`config.mk`:
```
export PLATFORM = sky130hd
export DESIGN_NAME = be_field_extractor
export DESIGN_NICKNAME = d
export VERILOG_FILES = /design/src/rtl/be_field_extractor.sv
export SDC_FILE = /design/constraint.sdc
export NUM_CORES = 1
export LEC_CHECK = 0
export ABC_CLOCK_PERIOD_IN_PS = 15110
export CORE_ASPECT_RATIO = 1.25
export CORE_MARGIN = 10
export CORE_UTILIZATION = 29
export DETAILED_ROUTE_END_ITERATION = 7
export GPL_TIMING_DRIVEN = 0
export PLACE_DENSITY_LB_ADDON = 0.2
export SETUP_SLACK_MARGIN = 0.05
export SLEW_MARGIN = 20
export SYNTH_ARGS = -nofsm -noshare
export SYNTH_HDL_FRONTEND = slang
export SYNTH_SLANG_ARGS = --single-unit
```
`constraint.sdc`:
```
create_clock -name clk -period 15.11 [get_ports clk]
set_input_delay 1.511 -clock clk [delete_from_list [all_inputs] [get_ports clk]]
set_output_delay 1.511 -clock clk [all_outputs]
set_load 0.01 [all_outputs]
```
`src/rtl/be_field_extractor.sv`:
```
// be_field_extractor: pulls one big-endian field out of a byte stream and
// returns it in host order, zero-extended to the stream width.
module be_field_extractor #(
  parameter int unsigned OFFSET_W = 16,
  parameter int unsigned DATA_W   = 64
) (
  input  logic                  clk,
  input  logic                  rst_n,
  input  logic [OFFSET_W-1:0]   cfg_offset,
  input  logic [3:0]            cfg_size,
  input  logic [DATA_W-1:0]     s_tdata,
  input  logic [DATA_W/8-1:0]   s_tkeep,
  input  logic                  s_tlast,
  input  logic                  s_tvalid,
  output logic                  s_tready,
  output logic [DATA_W-1:0]     m_field,
  output logic                  m_err,
  output logic                  m_valid,
  input  logic                  m_ready
);

  localparam int unsigned LANES = DATA_W / 8;
  // Counter needs headroom past the largest offset plus one beat.
  localparam int unsigned CNT_W = OFFSET_W + 2;

  if (DATA_W != 64) begin : g_bad_width
    $fatal(1, "be_field_extractor: DATA_W must be 64");
  end

  typedef enum logic [1:0] {SOF, ACCUM, DRAIN} state_t;

  state_t              state;
  logic [CNT_W-1:0]    cnt;
  logic [OFFSET_W-1:0] off_q;
  logic [3:0]          sz_q;
  logic [DATA_W-1:0]   acc;

  logic                beat;
  logic [OFFSET_W-1:0] off_c;
  logic [3:0]          sz_c;
  logic                legal_c;
  logic [CNT_W-1:0]    base_c;
  logic [CNT_W-1:0]    fstart_c;
  logic [CNT_W-1:0]    fend_c;
  logic [CNT_W-1:0]    idx_c;
  logic [DATA_W-1:0]   acc_nxt_c;
  logic                done_c;
  logic [3:0]          nbytes_c;

  assign s_tready = !(m_valid && !m_ready);
  assign beat     = s_tvalid && s_tready;

  // Lane datapath: gather in-range bytes MSB-first and detect field completion.
  always_comb begin
    off_c     = (state == SOF) ? cfg_offset : off_q;
    sz_c      = (state == SOF) ? cfg_size : sz_q;
    legal_c   = (sz_c == 4'd2) || (sz_c == 4'd4) || (sz_c == 4'd8);
    base_c    = (state == SOF) ? '0 : cnt;
    acc_nxt_c = (state == SOF) ? '0 : acc;
    fstart_c  = CNT_W'(off_c);
    fend_c    = fstart_c + CNT_W'(sz_c);
    idx_c     = '0;
    done_c    = 1'b0;
    nbytes_c  = '0;
    for (int i = 0; i < LANES; i++) begin
      idx_c = base_c + CNT_W'(i);
      if (s_tkeep[i]) begin
        nbytes_c = nbytes_c + 4'd1;
        if ((idx_c >= fstart_c) && (idx_c < fend_c)) begin
          acc_nxt_c = {acc_nxt_c[DATA_W-9:0], s_tdata[8*i +: 8]};
          if (idx_c == fend_c - CNT_W'(1)) done_c = 1'b1;
        end
      end
    end
  end

  // Message state machine, byte counter and result register.
  always_ff @(posedge clk) begin
    if (!rst_n) begin
      state   <= SOF;
      cnt     <= '0;
      off_q   <= '0;
      sz_q    <= '0;
      acc     <= '0;
      m_valid <= 1'b0;
      m_err   <= 1'b0;
      m_field <= '0;
    end else begin
      if (m_valid && m_ready) m_valid <= 1'b0;
      if (beat) begin
        case (state)
          SOF, ACCUM: begin
            if (state == SOF) begin
              off_q <= cfg_offset;
              sz_q  <= cfg_size;
            end
            cnt <= s_tlast ? '0 : base_c + CNT_W'(nbytes_c);
            acc <= '0;
            if ((state == SOF) && !legal_c) begin
              m_valid <= 1'b1;
              m_err   <= 1'b1;
              m_field <= '0;
              state   <= s_tlast ? SOF : DRAIN;
            end else if (done_c) begin
              m_valid <= 1'b1;
              m_err   <= 1'b0;
              m_field <= acc_nxt_c;
              state   <= s_tlast ? SOF : DRAIN;
            end else if (s_tlast) begin
              m_valid <= 1'b1;
              m_err   <= 1'b1;
              m_field <= '0;
              state   <= SOF;
            end else begin
              acc   <= acc_nxt_c;
              state <= ACCUM;
            end
          end
          DRAIN: begin
            cnt <= '0;
            if (s_tlast) state <= SOF;
          end
          default: state <= SOF;
        endcase
      end
    end
  end

endmodule

```
Yosys cells after proc, flatten, opt, wreduce, memory -nomap -nowiden --
Cells that the tools add are included.
Cells by class: add/sub/neg operators 17, $mul 0, div/mod/pow operators 0, magnitude comparators 16, eq/ne operators 14, shift-type cells 0, multiplexer cells 75, bitwise gates (word level) 0, reduce and logical (&&, ||, !) cells 25
Operators by type and width (count):
- 2-to-1 mux 64 bit | 23
- == test 18 bit | 8
- >= comparator 18 x 16 -> 1 bit | 8
- < comparator 18 x 17 -> 1 bit | 8
- adder 18 x 3 -> 18 bit (second input constant) | 4
- adder 18 x 2 -> 18 bit (second input constant) | 2
- 2-to-1 mux 18 bit | 2
- one-hot mux 18 bit (2 select lines) | 1
- 2-to-1 mux 1 bit | 35
- 2-to-1 mux 4 bit | 8
- adder 4 x 1 -> 4 bit (second input constant) | 7
- adder 18 x 1 -> 18 bit (second input constant) | 1
- adder 18 x 4 -> 18 bit | 1
- subtractor 17 x 1 -> 18 bit (second input constant) | 1
- adder 16 x 4 -> 17 bit | 1
- 2-to-1 mux 16 bit | 1
- logical AND 1 bit | 12
- 2-to-1 mux 2 bit | 4
- AND reduction 2 bit | 3
- == test 4 x 2 -> 1 bit (second input constant) | 1
- == test 4 x 3 -> 1 bit (second input constant) | 1
- == test 4 bit (second input constant) | 1
- one-hot mux 2 bit (2 select lines) | 1
- zero test 1 bit | 3
- other kinds (9) | 10
Storage, ports and cells: bits in registers 170, latch bits 0, memory bits (writable) 0, bits in read-only memories 0, input bits 97, output and inout bits 67, memories 0

Depth between registers and ports, before layout --
Gate-level depths: netlist of the first run.
depth after elaboration 33, gate-level depth with buffers 40, mapped depth without buffers 27

Least setup slack after synthesis of the first run --
Ideal clock, no wire load.
kind register -> register, from reg state[1], to reg m_field[45], library setup time 0.062 ns, arrival 9.153 ns, setup slack 5.895 ns, cell stages (with the launch flop) 37, path buffers 13, period minus slack after synthesis 9.215 ns, cell sequence dfxtp_1 > buf_4 > nor2_2 > buf_2 > buf_2 > buf_1 > buf_1 > clkbuf_1 > clkbuf_1 > clkbuf_1 > clkbuf_1 > buf_1 > nand2_1 > nand2_1 > ha_1 > o311a_1 > o211ai_4 > a211o_1 > xor2_1 > inv_1 > clkbuf_1 > ha_1 > a211oi_1 > o211ai_1 > o41ai_1 > or4b_1 > buf_2 > nor2_4 > clkbuf_1 > mux2i_1 > nor4_1 > a2111oi_0 > nand3_1 > o211ai_1 > nor3_1 > nor3_1 > a32o_1
Between the ends: longest elaborated chain between the ends 31
RTL lines:
- start: declaration | line 32 | state_t state;
- start signal: assignment | line 103 | state <= s_tlast ? SOF : DRAIN;
- start signal: assignment | line 108 | state <= s_tlast ? SOF : DRAIN;
- zero test 2 bit (*) | line 55 | off_c = (state == SOF) ? cfg_offset : off_q;
- 2-to-1 mux 16 bit (*)
- via off_c[0] | line 39 | logic [OFFSET_W-1:0] off_c;
- adder 16 x 4 -> 17 bit | line 61 | fend_c = fstart_c + CNT_W'(sz_c);
- subtractor 17 x 1 -> 18 bit | line 71 | if (idx_c == fend_c - CNT_W'(1)) done_c = 1'b1;
- == test 18 bit | line 71
- 2-to-1 mux 1 bit | line 71
- 2-to-1 mux 1 bit | line 69 | if ((idx_c >= fstart_c) && (idx_c < fend_c)) begin
- [16 not listed]
- 2-to-1 mux 1 bit | line 71
- 2-to-1 mux 1 bit | line 69
- 2-to-1 mux 1 bit | line 67 | if (s_tkeep[i]) begin
- 2-to-1 mux 1 bit | line 71
- 2-to-1 mux 1 bit | line 69
- 2-to-1 mux 1 bit | line 67
- nonzero test 3 bit (no line) or 2-to-1 mux 64 bit (tied branches)
- AND reduction 3 bit (no line) or 2-to-1 mux 64 bit (tied branches)
- end signal: assignment | line 107 | m_field <= acc_nxt_c;
- end: declaration | line 16 | output logic [DATA_W-1:0] m_field,
Mark *: on every way through the listed nets, which the timed path passes. The rest lies on a longest branch. A chain may end at the register's enable or synchronous reset.

Worst setup path after layout of the first run --
from reg state[0], to reg m_field[52]
Same word-level chain as after synthesis.

==> results.toml, run 1 <==
[outcome]
outcome = "finished with violations"
violations = "design-rule violations"

[clock_network]
numCtsBuffers = 17
holdBufCountCts = 0
cts.sinks = 170
clockRootBuffer = "clkbuf_16"
clk_pin_slew_ns = 0.07
clk_latency_ns = 0.48
clockBufferDepth = 2
cts_tree = "built"
h-tree-depth = 4

[placed_design]
dp_hpwl_mm = 153
place.gp.congestion = 1.09
numPortBuffers = 162

[sta]
fmax_ghz = 0.0667
finClkSkew_ns = 0.0213
slew_headroom = 0.145
final-setup-viol-count = 0
hold_ws_ns = 0.455
fin_crit_ns = 14.99
final-max-slew-violation-count = 0
tightest_slew_ns = 1.28
finalHoldViolCount = 0
setup_tns_ns = 0
rsz0062_at_grt = "no"
finalCritPeriodShare = 0.992

[job]
cap_viol_max_count = 0

[power_and_ir_drop]
power.density_nw_per_um2 = 55.4
combPwrFrac = 0.441
p_int_uw = 961
leakagePower_uw = 0.0116
p_clk_frac = 0.284
sw_frac_of_total = 0.432
switching_power_uw = 731
irDropWorstVdd_mv = 0.0818
seqPwrFrac = 0.275

[cells_and_area]
ff_latch_area_um2 = 3400
nets = 4056
multi_input_area_um2 = 21800
final_cell_mix = "nand2_1, ha_1, nor2_1, o21ai_0, a21oi_1"
drive_gt1_frac = 0.0779
final_common_cell = "nand2_1"
nFillCells = 9731
area_growth_pct = 16.6

[worst_setup_path]
critPathMaxStageDelay_ns = 0.72
required_ns = 15.52
cp_data_arrival_time_ns = 15.40
critPathKind = "register to register"
cpMostUsedCell = "clkbuf_1"
worstPathMaxFanout = 13
worst_setup_path_start_kind = "register"
endpoint_kind = "register"
critical_path.slowest_cell = "buf_1"

[routing]
drcViolationCount = 6
post_drt_via_cell_ratio = 6.60
first_pass_iters = 8
first_iter_violations = 3952
drtAntennaViolNets = 0
wl_per_cell_um = 39.5
routed_wl_mm = 194
dr_total_vias = 32400

[min_path]
hold_path_class = "register to register"

[synthesis]
yosysWarnings = 0
async_reset_ff_frac = 0
ys_top_cells_by_area = "dfxtp_1, ha_1, xnor2_1, nand2_1, nor2_1"
ys_seq_elements = 170
netlist_instances = 3493
synth-seq-area-share = 0.130
synth_ff_type = "dfxtp_1"
ys_types = 114
syn-cell-area_um2 = 26200
avgSynthCellArea_um2 = 7.49
synthesis.nets = 3851
synth_top_cell_by_area = "dfxtp_1"
synth_top_area_frac = 0.130
synth_edf_count = 0

[die]
ios = 164
die_w_um = 289
fp.coreArea_um2 = 89700
rows = 123
die_area_um2 = 103000
start_util = 0.292
dieHeight_um = 356

[grt]
track_usage = 0.364
grt-ovfl-total = 0
grt_pass1_wl_mm = 261
antenna_found_initial = 4
grt_max_degree = 20
first_global_vias = 31100
## path summary, 6_finish.rpt
check        startpoint     endpoint  slack, ns  cells after the start
max            state[0]  m_field[52]       0.12                     38
min             acc[59]      acc[59]       0.46                      2
max reg2reg    state[0]  m_field[52]       0.12                     38
min reg2reg     acc[59]      acc[59]       0.46                      2
## synthesized netlist by cell type (all sizes together), types with 54 or more instances
| master | n |
|---|---|
| nand2 | 372 |
| xnor2 | 179 |
| clkbuf | 125 |
| xor2 | 56 |
| a21oi | 186 |
| nand4 | 54 |
| a21o | 67 |
| ha | 260 |
| mux2i | 79 |
| o211ai | 75 |
| inv | 80 |
| o2bb2ai | 56 |
| buf | 102 |
| nor3 | 94 |
| o21ai | 255 |
| nand3 | 113 |
| dfxtp | 170 |
| nor2 | 259 |
## sequential cells by signal, summed over array words and instances (netlist names)
name / cells
acc: 64
cnt: 18
m_err: 1
m_field: 64
m_valid: 1
off_q: 16
state: 2
sz_q: 4
## cell type report
| class | count | share of cell area |
|---|---|---|
| well taps | 1187 | 0.0486 |
| clock inverters | 13 | 0.00529 |
| inverters | 87 | 0.0108 |
| plain buffers | 225 | 0.0329 |
| diodes | 4 | 0.000328 |
| repair buffers | 188 | 0.0622 |
| flip-flops and latches | 170 | 0.111 |
| multi-input cells | 3009 | 0.714 |
| clock buffers | 19 | 0.0148 |
## power by group through the flow
stage | sequential (µW) | clock [µW] | combinational [µW]
6_report | 465 | 480 | 747
5_1_grt | 465 | 499 | 786
4_1_cts | 464 | 484 | 722
3_5_place_dp | 475 | 0 | 718
3_3_place_gp | 474 | 0 | 699
2_1_floorplan | 470 | 0 | 427
## through the flow
step | cell area [µm²] | worst slack, ns | utilization | instances | power, µW
2_1_floorplan | 26200 | 5.90 | - | 3493 | 897
3_3_place_gp | 29300 | -4.44 | 0.326 | 4842 | 1170
3_5_place_dp | 29800 | -0.938 | 0.333 | 4867 | 1190
4_1_cts | 30500 | 0.335 | 0.340 | 4899 | 1670
5_1_grt | 30500 | 0.0864 | 0.340 | 4898 | 1750
6_report | 30500 | 0.121 | 0.340 | 4902 | 1690
## what timing repair did
item / 4_1_cts / 5_1_grt
gates resized for setup: 9 / 2
pin swaps: 1 / 0
buffers inserted: 1 / 0
setup endpoints to repair: 130 / 20
## per-layer routing
metal,up-vias,part of all wire,track usage
met5,-,0.000057,0
met4,2,0.12,0.358
met3,634,0.073,0.0599
met2,2076,0.45,0.587
met1,15800,0.35,0.397
li1,13900,-,-
## cells by family (layout without fill, tap and decap cells)
group / after synthesis / in the layout / share of synthesized area
compound gates: 1225 / 1225 / 0.334
flops: 170 / 170 / 0.130
buf+inv: 314 / 532 / 0.0506
simple gates: 1152 / 1152 / 0.215
fa+ha+maj: 265 / 265 / 0.127
other cells: 0 / 4 / 0
xor+xnor: 256 / 256 / 0.0997
mux: 111 / 111 / 0.0446
## critical path: cells and delay by family, from the launching register on
| kind | cells | cell delay, ns |
|---|---|---|
| xor gates and xnor gates | 1 | 0.29 |
| adders and majority gates | 2 | 0.70 |
| DFF | 1 | 0.40 |
| AOI/OAI and AO/OA | 12 | 3.77 |
| buffers and inverters | 15 | 7.60 |
| muxes | 1 | 0.43 |
| and+or+nand+nor | 7 | 1.68 |
Note: power is estimated with default switching activity, not from simulation.
==> run 2: changes to the inputs <==
SETUP_SLACK_MARGIN = not set   (was 0.05)
==> results.toml, run 2 (synthesized netlist as in run 1, its figures left out) <==
[min_path]
hold_path_startpoint = "acc[61]"
hold_path_class = "register to register"
whs_path_depth = 2
min_to = "acc[61]"

[power_and_ir_drop]
leakagePower_uw = 0.0116
sw_frac_of_total = 0.433
p_clk_frac = 0.284
combPwrFrac = 0.441
irDropWorstVdd_mv = 0.0824
switching_power_uw = 733
p_int_uw = 961
power.density_nw_per_um2 = 55.5
seqPwrFrac = 0.275

[sta]
fmax_ghz = 0.0663
rsz0062_at_grt = "no"
final-setup-viol-count = 0
setup_tns_ns = 0
slew_headroom = 0.101
setup_ws_ns = 0.0173
tightest_slew_ns = 1.34
final-max-slew-violation-count = 0
finalHoldViolCount = 0
finClkSkew_ns = 0.0220
fin_crit_ns = 15.09
finalCritPeriodShare = 0.999

[die]
fp.coreArea_um2 = 89700
die_w_um = 289
rows = 123
start_util = 0.292
dieHeight_um = 356
die_area_um2 = 103000
ios = 164

[routing]
dr_total_vias = 32300
drcViolationCount = 0
wl_per_cell_um = 39.3
first_pass_iters = 6
routed_wl_mm = 193
post_drt_via_cell_ratio = 6.58
first_iter_violations = 3911
drtAntennaViolNets = 0

[placed_design]
dp_hpwl_mm = 153
dp.cells = 4867
placed_area_um2 = 29800
numPortBuffers = 162
place.gp.congestion = 1.09
place_ws_ns = -0.938

[worst_setup_path]
critPathKind = "register to register"
r2r-end = "m_field[52]"
critPathMaxStageDelay_ns = 0.73
cp_data_arrival_time_ns = 15.51
cpMostUsedCell = "clkbuf_1"
path_buf_inv = 15
required_ns = 15.53
r2r-start = "state[0]"
path_delay_family = "buffers and inverters"
critical_path.slowest_cell = "a211oi_1"
endpoint_kind = "register"
worst_setup_path_start_kind = "register"
worstPathMaxFanout = 13
worstRegToRegCells = 38
r2r_slack_ns = 0.02

[cells_and_area]
nets = 4057
top_regs = "acc (64), m_field (64), cnt (18)"
final_cell_mix = "nand2_1, ha_1, nor2_1, o21ai_0, a21oi_1"
drive_gt1_frac = 0.0781
ff_latch_area_um2 = 3400
area_growth_pct = 16.7
multi_input_area_um2 = 21800
nFillCells = 9736
final_common_cell = "nand2_1"
fin_cells = 4904
fin_area_um2 = 30500

[clock_network]
clk_latency_ns = 0.48
h-tree-depth = 4
numCtsBuffers = 17
clockBufferDepth = 2
cts.sinks = 170
holdBufCountCts = 0
cts_tree = "built"
clk_pin_slew_ns = 0.08
clockRootBuffer = "clkbuf_16"

[outcome]
outcome = "finished clean"

[grt]
track_usage = 0.364
grt_max_degree = 18
first_global_vias = 31000
antenna_found_initial = 3
grt_pass1_wl_mm = 261
grt-ovfl-total = 0

[job]
cap_viol_max_count = 0
==> run 2: power groups by stage <==
stage / Clock [µW] / Combinational, µW / Sequential, µW
6_report: 481 / 747 / 465
2_1_floorplan: 0 / 427 / 470
3_3_place_gp: 0 / 699 / 474
5_1_grt: 499 / 786 / 465
3_5_place_dp: 0 / 718 / 475
4_1_cts: 484 / 723 / 464
==> run 2: area by class of cell <==
cell class / count / area share
multi-input combinational: 3009 / 0.713
sequential: 170 / 0.111
timing repair buffer: 188 / 0.0622
tap: 1187 / 0.0486
buffer: 226 / 0.0331
clock buffer: 19 / 0.0148
inverter: 87 / 0.0108
clock inverter: 13 / 0.00528
antenna: 5 / 0.000410
==> run 2: how the worst max path moves through the flow <==
| stage | startpoint | to | slack [ns] | cells after the start |
|---|---|---|---|---|
| 2_1_floorplan | state[1] | m_field[45] | 5.90 | 36 |
| 3_3_place_gp | state[0] | m_field[50] | -4.44 | 34 |
| 3_5_place_dp | state[0] | acc[62] | -0.94 | 34 |
| 4_1_cts | state[0] | m_field[52] | 0.02 | 38 |
| 5_1_grt | state[0] | m_field[52] | 0.1 | 38 |
| 6_report | state[0] | m_field[52] | 0.02 | 38 |
==> run 2: per-stage QoR <==
step,utilization,hold WS (ns),total power [µW]
after floorplan,-,0.426,897
after global placement,0.326,0.436,1170
after detailed placement,0.333,0.443,1190
after CTS,0.340,0.453,1670
after global routing,0.340,0.469,1750
final,0.340,0.457,1690
==> run 2: repair_timing <==
item / in CTS / in global routing
gates resized for setup: 8 / 7
hold endpoints to repair: 0 / 0
pin swaps: 1 / 0
setup buffers: 1 / 0
setup endpoints to repair: 129 / 98
==> run 2: per-layer routing <==
| metal | up-vias | GRT usage | share of wire |
|---|---|---|---|
| met5 | - | 0.000481 | 0.000093 |
| met4 | 2 | 0.356 | 0.12 |
| met3 | 647 | 0.0541 | 0.070 |
| met2 | 1954 | 0.589 | 0.45 |
| met1 | 15800 | 0.399 | 0.35 |
| li1 | 13900 | - | - |
==> run 2: tightest hold or removal path: stages (launching register included) <==
cell and delay, ns:
dfxtp_1 0.32, nand2_1 0.05, o21ai_1 0.05
